[src/rtl/lsu_axil_master.sv]
// Load/store unit AXI4-Lite initiator: turns one core load/store request into a
// single dmem AR/R or AW/W/B transaction and returns one registered response.
module lsu_axil_master #(
  parameter bit MISALIGN_CHECK = 1'b1
) (
  input  logic        clk,
  input  logic        rst,
  input  logic        req_valid,
  output logic        req_ready,
  input  logic        req_wen,
  input  logic [31:0] req_addr,
  input  logic [31:0] req_wdata,
  input  logic [1:0]  req_size,
  input  logic        req_unsigned,
  output logic        rsp_valid,
  input  logic        rsp_ready,
  output logic [31:0] rsp_rdata,
  output logic        rsp_err,
  output logic        rsp_misalign,
  output logic [31:0] m_araddr,
  output logic        m_arvalid,
  input  logic        m_arready,
  input  logic [31:0] m_rdata,
  input  logic [1:0]  m_rresp,
  input  logic        m_rvalid,
  output logic        m_rready,
  output logic [31:0] m_awaddr,
  output logic        m_awvalid,
  input  logic        m_awready,
  output logic [31:0] m_wdata,
  output logic [3:0]  m_wstrb,
  output logic        m_wvalid,
  input  logic        m_wready,
  input  logic [1:0]  m_bresp,
  input  logic        m_bvalid,
  output logic        m_bready
);

  localparam int unsigned ADDR_W = 32;
  localparam int unsigned DATA_W = 32;
  localparam int unsigned STRB_W = DATA_W / 8;

  typedef enum logic [2:0] {
    S_IDLE,
    S_RD_ADDR,
    S_RD_DATA,
    S_WR,
    S_WR_RESP,
    S_RESP
  } state_e;

  state_e              state_q, state_d;
  logic [1:0]          size_q, size_d;
  logic                uns_q, uns_d;
  logic [1:0]          addr_lo_q, addr_lo_d;
  logic                req_ready_q, req_ready_d;
  logic                rsp_valid_q, rsp_valid_d;
  logic [DATA_W-1:0]   rsp_rdata_q, rsp_rdata_d;
  logic                rsp_err_q, rsp_err_d;
  logic                rsp_misalign_q, rsp_misalign_d;
  logic [ADDR_W-1:0]   m_araddr_q, m_araddr_d;
  logic                m_arvalid_q, m_arvalid_d;
  logic                m_rready_q, m_rready_d;
  logic [ADDR_W-1:0]   m_awaddr_q, m_awaddr_d;
  logic                m_awvalid_q, m_awvalid_d;
  logic [DATA_W-1:0]   m_wdata_q, m_wdata_d;
  logic [STRB_W-1:0]   m_wstrb_q, m_wstrb_d;
  logic                m_wvalid_q, m_wvalid_d;
  logic                m_bready_q, m_bready_d;

  logic                misalign_c;
  logic [STRB_W-1:0]   strb_c;
  logic [DATA_W-1:0]   lane_c;
  logic [DATA_W-1:0]   load_ext_c;
  logic                aw_pend_c;
  logic                w_pend_c;

  // Request decode: local alignment reject and LSB-justified write strobes.
  always_comb begin
    misalign_c = MISALIGN_CHECK &&
                 ((req_size == 2'b11) ||
                  (req_size == 2'b01 && req_addr[0]) ||
                  (req_size == 2'b10 && req_addr[1:0] != 2'b00));
    unique case (req_size)
      2'b00:   strb_c = STRB_W'(4'b0001);
      2'b01:   strb_c = STRB_W'(4'b0011);
      default: strb_c = STRB_W'(4'b1111);
    endcase
  end

  // Read lane select and sign/zero extension of the returned word.
  always_comb begin
    lane_c = m_rdata >> {addr_lo_q, 3'b000};
    unique case (size_q)
      2'b00:   load_ext_c = {{24{~uns_q & lane_c[7]}},  lane_c[7:0]};
      2'b01:   load_ext_c = {{16{~uns_q & lane_c[15]}}, lane_c[15:0]};
      default: load_ext_c = lane_c;
    endcase
  end

  // Next-state and registered-output logic.
  always_comb begin
    state_d        = state_q;
    size_d         = size_q;
    uns_d          = uns_q;
    addr_lo_d      = addr_lo_q;
    req_ready_d    = req_ready_q;
    rsp_valid_d    = rsp_valid_q;
    rsp_rdata_d    = rsp_rdata_q;
    rsp_err_d      = rsp_err_q;
    rsp_misalign_d = rsp_misalign_q;
    m_araddr_d     = m_araddr_q;
    m_arvalid_d    = m_arvalid_q;
    m_rready_d     = m_rready_q;
    m_awaddr_d     = m_awaddr_q;
    m_awvalid_d    = m_awvalid_q;
    m_wdata_d      = m_wdata_q;
    m_wstrb_d      = m_wstrb_q;
    m_wvalid_d     = m_wvalid_q;
    m_bready_d     = m_bready_q;
    aw_pend_c      = m_awvalid_q & ~m_awready;
    w_pend_c       = m_wvalid_q & ~m_wready;

    unique case (state_q)
      S_IDLE: begin
        if (req_valid && req_ready_q) begin
          req_ready_d = 1'b0;
          size_d      = req_size;
          uns_d       = req_unsigned;
          addr_lo_d   = req_addr[1:0];
          if (misalign_c) begin
            state_d        = S_RESP;
            rsp_valid_d    = 1'b1;
            rsp_err_d      = 1'b1;
            rsp_misalign_d = 1'b1;
            rsp_rdata_d    = '0;
          end else if (req_wen) begin
            state_d     = S_WR;
            m_awaddr_d  = req_addr;
            m_wdata_d   = req_wdata;
            m_wstrb_d   = strb_c;
            m_awvalid_d = 1'b1;
            m_wvalid_d  = 1'b1;
          end else begin
            state_d     = S_RD_ADDR;
            m_araddr_d  = req_addr;
            m_arvalid_d = 1'b1;
          end
        end
      end
      S_RD_ADDR: begin
        if (m_arready) begin
          state_d     = S_RD_DATA;
          m_arvalid_d = 1'b0;
          m_rready_d  = 1'b1;
        end
      end
      S_RD_DATA: begin
        if (m_rvalid) begin
          state_d        = S_RESP;
          m_rready_d     = 1'b0;
          rsp_valid_d    = 1'b1;
          rsp_err_d      = (m_rresp != 2'b00);
          rsp_misalign_d = 1'b0;
          rsp_rdata_d    = (m_rresp != 2'b00) ? '0 : load_ext_c;
        end
      end
      S_WR: begin
        // AW and W complete independently; move on once neither is pending.
        m_awvalid_d = aw_pend_c;
        m_wvalid_d  = w_pend_c;
        if (!aw_pend_c && !w_pend_c) begin
          state_d    = S_WR_RESP;
          m_bready_d = 1'b1;
        end
      end
      S_WR_RESP: begin
        if (m_bvalid) begin
          state_d        = S_RESP;
          m_bready_d     = 1'b0;
          rsp_valid_d    = 1'b1;
          rsp_err_d      = (m_bresp != 2'b00);
          rsp_misalign_d = 1'b0;
          rsp_rdata_d    = '0;
        end
      end
      S_RESP: begin
        if (rsp_ready) begin
          state_d     = S_IDLE;
          rsp_valid_d = 1'b0;
          req_ready_d = 1'b1;
        end
      end
      default: begin
        state_d     = S_IDLE;
        req_ready_d = 1'b1;
      end
    endcase
  end

  always_ff @(posedge clk) begin
    if (rst) begin
      state_q        <= S_IDLE;
      size_q         <= '0;
      uns_q          <= 1'b0;
      addr_lo_q      <= '0;
      req_ready_q    <= 1'b1;
      rsp_valid_q    <= 1'b0;
      rsp_rdata_q    <= '0;
      rsp_err_q      <= 1'b0;
      rsp_misalign_q <= 1'b0;
      m_araddr_q     <= '0;
      m_arvalid_q    <= 1'b0;
      m_rready_q     <= 1'b0;
      m_awaddr_q     <= '0;
      m_awvalid_q    <= 1'b0;
      m_wdata_q      <= '0;
      m_wstrb_q      <= '0;
      m_wvalid_q     <= 1'b0;
      m_bready_q     <= 1'b0;
    end else begin
      state_q        <= state_d;
      size_q         <= size_d;
      uns_q          <= uns_d;
      addr_lo_q      <= addr_lo_d;
      req_ready_q    <= req_ready_d;
      rsp_valid_q    <= rsp_valid_d;
      rsp_rdata_q    <= rsp_rdata_d;
      rsp_err_q      <= rsp_err_d;
      rsp_misalign_q <= rsp_misalign_d;
      m_araddr_q     <= m_araddr_d;
      m_arvalid_q    <= m_arvalid_d;
      m_rready_q     <= m_rready_d;
      m_awaddr_q     <= m_awaddr_d;
      m_awvalid_q    <= m_awvalid_d;
      m_wdata_q      <= m_wdata_d;
      m_wstrb_q      <= m_wstrb_d;
      m_wvalid_q     <= m_wvalid_d;
      m_bready_q     <= m_bready_d;
    end
  end

  assign req_ready    = req_ready_q;
  assign rsp_valid    = rsp_valid_q;
  assign rsp_rdata    = rsp_rdata_q;
  assign rsp_err      = rsp_err_q;
  assign rsp_misalign = rsp_misalign_q;
  assign m_araddr     = m_araddr_q;
  assign m_arvalid    = m_arvalid_q;
  assign m_rready     = m_rready_q;
  assign m_awaddr     = m_awaddr_q;
  assign m_awvalid    = m_awvalid_q;
  assign m_wdata      = m_wdata_q;
  assign m_wstrb      = m_wstrb_q;
  assign m_wvalid     = m_wvalid_q;
  assign m_bready     = m_bready_q;

  // Handshake rules: valids hold with stable payload until ready.
  a_ar_hold: assert property (@(posedge clk) disable iff (rst)
    m_arvalid && !m_arready |=> m_arvalid && $stable(m_araddr));
  a_aw_hold: assert property (@(posedge clk) disable iff (rst)
    m_awvalid && !m_awready |=> m_awvalid && $stable(m_awaddr));
  a_w_hold: assert property (@(posedge clk) disable iff (rst)
    m_wvalid && !m_wready |=> m_wvalid && $stable(m_wdata) && $stable(m_wstrb));
  a_rsp_hold: assert property (@(posedge clk) disable iff (rst)
    rsp_valid && !rsp_ready |=> rsp_valid && $stable(rsp_rdata) && $stable(rsp_err) && $stable(rsp_misalign));
  a_r_stray: assert property (@(posedge clk) disable iff (rst)
    m_rvalid |-> state_q == S_RD_DATA) else $fatal(1, "m_rvalid while no read data expected");
  a_b_stray: assert property (@(posedge clk) disable iff (rst)
    m_bvalid |-> state_q == S_WR_RESP) else $fatal(1, "m_bvalid while no write response expected");

endmodule

[config.mk]
export PLATFORM = sky130hd
export DESIGN_NAME = lsu_axil_master
export DESIGN_NICKNAME = d
export VERILOG_FILES = /design/src/rtl/lsu_axil_master.sv
export SDC_FILE = /design/constraint.sdc
export NUM_CORES = 1
export LEC_CHECK = 0
export ABC_CLOCK_PERIOD_IN_PS = 1800
export CAP_MARGIN = 20
export CORE_AREA = 3 3 138 193
export DETAILED_ROUTE_END_ITERATION = 10
export DIE_AREA = 0 0 141 196
export GPL_ROUTABILITY_DRIVEN = 0
export MAX_ROUTING_LAYER = met4
export PLACE_DENSITY = 0.52
export SKIP_LAST_GASP = 1
export SLEW_MARGIN = 15
export SYNTH_ARGS = -nofsm -noshare
export SYNTH_HDL_FRONTEND = slang
export SYNTH_SLANG_ARGS = --single-unit
[constraint.sdc]
create_clock -name clk -period 1.8 [get_ports clk]
set_input_delay 0.54 -clock clk [delete_from_list [all_inputs] [get_ports clk]]
set_output_delay 0.54 -clock clk [all_outputs]
set_load 0.005 [all_outputs]
==> reports/results.ini, run 1 <==
[synthesis]
syn_area_um2=6200
yosysSeqAreaShare=0.478
ys_warn_count=0
ys_ff_latch=148
synth_ff_type=dfxtp_1
synth_edf_count=0
synth.avg_cell_area_um2=8.34
ys_types=50
yosys.area.top_type_share=0.478
yosysTopAreaCell=dfxtp_1
synth_fp_nets=857
synth_area_leaders=dfxtp_1, nand2_1, a21oi_1
syn_inst=744
synth-async-reset-ratio=0

[worst_setup_path]
critPathMaxFanout=3
cp-end-kind=flip-flop
arrival_ns=2.03
reg2regPathDepth=6
critical_path.top_delay_family=buffers and inverters
required_ns=2.12
slowest_delay_ns=0.47
crit_buf_inv=2
cp_slowest_cell=clkdlybuf4s50_1
crit_cells=7
worstSetupPathType=primary input to flip-flop
cp-start-kind=primary input
crit_chain=clkdlybuf4s50_1 -> nand2b_1 -> or2_2 -> a21oi_1 -> nor3_1 -> buf_4 -> a32o_1

[drt]
vias=6214
ant_nets=0
via_per_inst=4.57
wl_per_cell_um=17.0
drt-total-wl_mm=23.1
drc=0
first_pass_iters=4
initialDrtViolationCount=258

[final_layout]
layout_commonest_cell=nand2_1
fillers=2588
final_cell_mix=nand2_1, dlygate4sd2_1, dfxtp_1
multiInputGateArea_um2=2920
area.growth.synth_to_final_pct=62.5
fin_nets=1144
final_util=0.404
regArea_um2=2980
drive_gt1_frac=0.162
final_cells=1359
diodes=0

[floorplan]
core_um2=24900
row_count=68
initial_core_util=0.249
die-area_um2=27600
die_y_um=196
die_w_um=141
pin_count=254

[clock_network]
clk_pin_slew_ns=0.06
root_buffer=clkbuf_16
clk_latency_ns=0.43
cts-htree-levels=4
cts_sinks=148
cts_tree=done
cts_made_buffers=17
clockBufferDepth=2

[power]
leakage_uw=0.00440
power_density_nw_per_um2=1070
ir_worst_vdd_v=0.000640

[global_routing]
grt_max_degree=68
grt-ovfl-total=0
grt_usage=0.167
grt_util_met3=0.0397
grt_pass1_wl_mm=35.1
antenna_found_initial=0
use_met2=0.282
met1_usage=0.189
grt_pass1_vias=6264
grt.busiest_layer=met2

[sta]
finalClockSkew_ns=0.00864
tightest_slew_ns=0.325
finalCriticalPeriod_ns=1.71
setup_viol=0
max_freq_mhz=585
rsz0062_at_grt=false
hold_viol_final=0
final.period_utilization=0.950
worst_slack_ns=0.0892
whs_ns=0.450
final-max-slew-violation-count=0
relSlewSlack=0.781

[run]
cap_violations=0

[place]
dp_hpwl_mm=16.8
io_buffer_count=253
post-place-ws_ns=-0.534
place_inst=1320

[worst_hold_path]
hp-class=flip-flop to flip-flop
min_path_cells=2

[run_status]
outcome=finished, final reports clean

==> repair_timing <==
action	4_1_cts	5_1_grt
pin swaps	2	4
endpoints found under the hold margin	0	0
setup buffers	3	1
endpoints found under the setup margin	261	39
hold buffers	0	0
gates resized for setup	163	16
cloned	2	1
==> path summary, 6_finish.rpt <==
path / start / end / slack, ns
max: rsp_ready / state_q[2]$_SDFFE_PP0P_ / 0.09
min reg2reg: m_wdata[4]$_SDFFE_PP0P_ / m_wdata[4]$_SDFFE_PP0P_ / 0.45
min: m_wdata[4]$_SDFFE_PP0P_ / m_wdata[4]$_SDFFE_PP0P_ / 0.45
max reg2reg: addr_lo_q[1]$_SDFFE_PP0P_ / rsp_rdata[30]$_SDFFE_PP0P_ / 0.09
==> cells in the mapped netlist (all sizes together) (2+ instances only) <==
master / instances
nand2: 227
dfxtp: 148
a21oi: 130
nand3: 35
buf: 31
clkbuf: 30
nor2: 22
mux2i: 20
nand3b: 19
o21ai: 10
o2bb2ai: 9
mux2: 8
o2111ai: 7
nor4: 5
inv: 4
nor3: 4
nand2b: 3
nor2b: 3
nor3b: 3
or2: 3
a21o: 2
a31oi: 2
a32o: 2
o21bai: 2
==> report_power, final <==
group	internal (uW)	switching [uW]
clock network	2500	1450
registers	3540	219
logic	1520	1520
==> per-stage QoR <==
step                TNS (ns)  area [um^2]  power (uW)
global placement      -64.93         9450        6950
CTS                  -0.0821        10000       10800
global route               0        10100       11300
floorplan             -0.354         6200        5310
detailed placement    -67.25         9450        6940
finish                     0        10100       10700
==> cell type report <==
type	instances	share of cell area
clock inverter	12	0.0201
clock buffer	20	0.0443
timing repair buffer	329	0.309
multi-input combinational	531	0.290
tap	315	0.0391
inverter	4	0.00149
sequential	148	0.296
==> registers in the layout (all words and copies together) (netlist names), 2 cells and up <==
register	flops
addr_lo_q	2
rsp_rdata	32
m_wstrb	3
m_araddr	32
size_q	2
state_q	3
m_awaddr	32
m_wdata	32
==> metal layers <==
layer / vias to the layer above / share of wire
met2: 199 / 0.50
met4: 0 / 0.032
li1: 3094 / -
met1: 2885 / 0.41
met3: 36 / 0.057
met5: - / 0
==> worst reg2reg max path, cell delays in order, from the launching register on <==
cell     delay (ns)
dfxtp_2        0.35
mux4_2         0.55
nor3b_4        0.18
a31oi_1        0.14
or2_4          0.18
buf_12         0.13
nand3_1        0.07
==> logic make-up after synthesis <==
logic type             Yosys count  synth area share
buffers and inverters           65            0.0569
DFF                            148             0.478
muxes                           29            0.0504
AOI/OAI and AO/OA              173             0.167
and+or+nand+nor                329             0.248
No activity file was read; power rests on OpenSTA's default activity.
==> inputs of run 2 (changes only) <==
- PLACE_DENSITY: 0.52 -> not set
==> reports/results.ini, run 2 (synthesis gave the netlist of run 1 again) <==
[global_routing]
antenna_found_initial=0  ; unchanged
grt_usage=0.165  ; -0.00228
grt_pass1_wl_mm=34.8  ; -0.94%
grt_pass1_vias=6229  ; -0.56%
grt_max_degree=55  ; -19%
grt-ovfl-total=0  ; unchanged

[place]
post_dp_cell_area_um2=9560  ; +1.2%
dp_hpwl_mm=16.4  ; -2.2%
io_buffer_count=253  ; unchanged
place_inst=1333  ; +0.98%

[power]
ir_worst_vdd_v=0.000656  ; +2.4%
clkPwrFrac=0.339  ; -0.028
p_sw_frac=0.299  ; +0.00257
p_seq_frac=0.355  ; +0.005
leakage_uw=0.00457  ; +3.8%
power_density_nw_per_um2=1030  ; -3.7%
p_switching_uw=3160  ; -0.71%
power.total_uw=10600  ; -1.6%
p_int_uw=7420  ; -1.9%
combPwrFrac=0.306  ; +0.023

[sta]
rsz0062_at_grt=true
finalClockSkew_ns=0.00747  ; -0.00117 ns
setup_viol=0  ; unchanged
setup_tns_ns=0  ; unchanged
whs_ns=0.439  ; -0.0109 ns
final.period_utilization=0.992  ; +0.0420
final-max-slew-violation-count=0  ; unchanged
max_freq_mhz=560  ; -4.2%
hold_viol_final=0  ; unchanged
finalCriticalPeriod_ns=1.79  ; +0.0757 ns
relSlewSlack=0.744  ; -0.0367
tightest_slew_ns=0.384  ; +0.0585 ns

[worst_hold_path]
hp-class=primary input to flip-flop

[floorplan]
pin_count=254  ; unchanged
die-area_um2=27600  ; unchanged
initial_core_util=0.249  ; unchanged
die_y_um=196  ; unchanged
die_w_um=141  ; unchanged
core_um2=24900  ; unchanged
row_count=68  ; unchanged

[worst_setup_path]
cp-start-kind=primary input
worstSetupPathType=primary input to flip-flop
critPathCapture=rsp_rdata[20]$_SDFFE_PP0P_
critPathLaunch=m_rdata[31]
rr_startpoint=addr_lo_q[1]$_SDFFE_PP0P_
reg2reg_to=rsp_rdata[20]$_SDFFE_PP0P_
cp-end-kind=flip-flop
required_ns=2.12  ; about the same
reg2regPathDepth=6  ; unchanged
arrival_ns=2.10  ; +0.07 ns
reg2reg_slack_ns=0.02  ; -0.07 ns
critPathMaxFanout=8  ; +5

[clock_network]
clk_latency_ns=0.42  ; about the same
postCtsHoldBufs=0  ; unchanged
cts_sinks=148  ; unchanged
cts_made_buffers=17  ; unchanged
cts_tree=done
cts-htree-levels=4  ; unchanged
clockBufferDepth=2  ; unchanged
root_buffer=clkbuf_16
clk_pin_slew_ns=0.06  ; about the same

[drt]
drt-total-wl_mm=22.7  ; -1.7%
wl_per_cell_um=16.4  ; -3.4%
drc=0  ; unchanged
ant_nets=0  ; unchanged
dr_wl_met2_mm=11.5  ; -0.87%
via_per_inst=4.60  ; +0.67%
routed-wl-met3_mm=1.21  ; -7.7%
top_layer_used=met4
initialDrtViolationCount=281  ; +8.9%
vias=6371  ; +2.5%
first_pass_iters=5  ; +1
wl_met1_mm=9.39  ; -0.47%

[final_layout]
final_cell_mix=nand2_1, dlygate4sd2_1, dfxtp_1
diodes=0  ; unchanged
layout_commonest_cell=nand2_1
stdcell_area_um2=10300  ; +2.2%
area.growth.synth_to_final_pct=66.1
final_cells=1384  ; +1.8%
drive_gt1_frac=0.186  ; +0.0243
fin_nets=1170  ; +2.3%

[run_status]
outcome=finished, final reports clean

[run]
cap_violations=0  ; unchanged

## run 2: repair_timing
item | in CTS | in global routing
gates cloned | 3 | 3
resized for setup | 172 | 16
pin swaps | 8 | 7
hold endpoints to repair | 0 | 0
setup buffers | 13 | 2
endpoints found under the setup margin | 262 | 74
## run 2: power by group through the flow
stage / Sequential (uW) / Clock [uW] / Combinational [uW]
floorplan: 3750 / 0 / 1560
global placement: 3800 / 0 / 3050
detailed placement: 3810 / 0 / 3060
CTS: 3740 / 3700 / 3060
global route: 3800 / 3830 / 3520
finish: 3760 / 3590 / 3240
## run 2: final cells by class
| class | count | area [um^2] |
|---|---|---|
| fillers | 2565 | 14600 |
| repair buffers | 355 | 3390 |
| flip-flops and latches | 148 | 2990 |
| multi-input cells | 531 | 2940 |
| clock buffers | 22 | 454 |
| well taps | 315 | 394 |
| clock inverters | 9 | 130 |
| inverters | 4 | 15.0 |
## run 2: worst min-delay path by stage
stage	cells after the start	slack [ns]	start	endpoint
detailed placement	2	0.45	m_awaddr[21]$_SDFFE_PP0P_	m_awaddr[21]$_SDFFE_PP0P_
floorplan	2	0.45	rsp_rdata[7]$_SDFFE_PP0P_	rsp_rdata[7]$_SDFFE_PP0P_
global route	2	0.43	rst	rsp_rdata[6]$_SDFFE_PP0P_
global placement	2	0.44	rsp_rdata[0]$_SDFFE_PP0P_	rsp_rdata[0]$_SDFFE_PP0P_
CTS	2	0.41	rst	rsp_err$_SDFFE_PP0P_
finish	2	0.44	rst	rsp_err$_SDFFE_PP0P_
## run 2: stage by stage
stage | utilization | setup slack (ns)
after floorplan | - | -0.0354
after global placement | 0.384 | -0.539
after detailed placement | 0.384 | -0.597
after CTS | 0.410 | -0.0805
after global routing | 0.413 | -0.0368
final | 0.413 | 0.0136
## run 2: critical path: stages
cell	delay, ns
dlygate4sd2_1	0.25
mux4_2	0.51
nor3b_4	0.18
a31oi_1	0.14
or2_1	0.15
bufbuf_16	0.28
nand3_2	0.05
## run 2: metal layers
layer / up-vias / GRT usage
met1: 2963 / 0.193
met5: - / -
met4: 0 / 0.0636
met2: 224 / 0.277
li1: 3150 / -
met3: 34 / 0.0344
==> inputs of run 3 (changes only) <==
- PLACE_DENSITY: not set -> 0.6
==> results of run 3 <==
No change in the layout: final DEF, timing and power equal those of run 2.
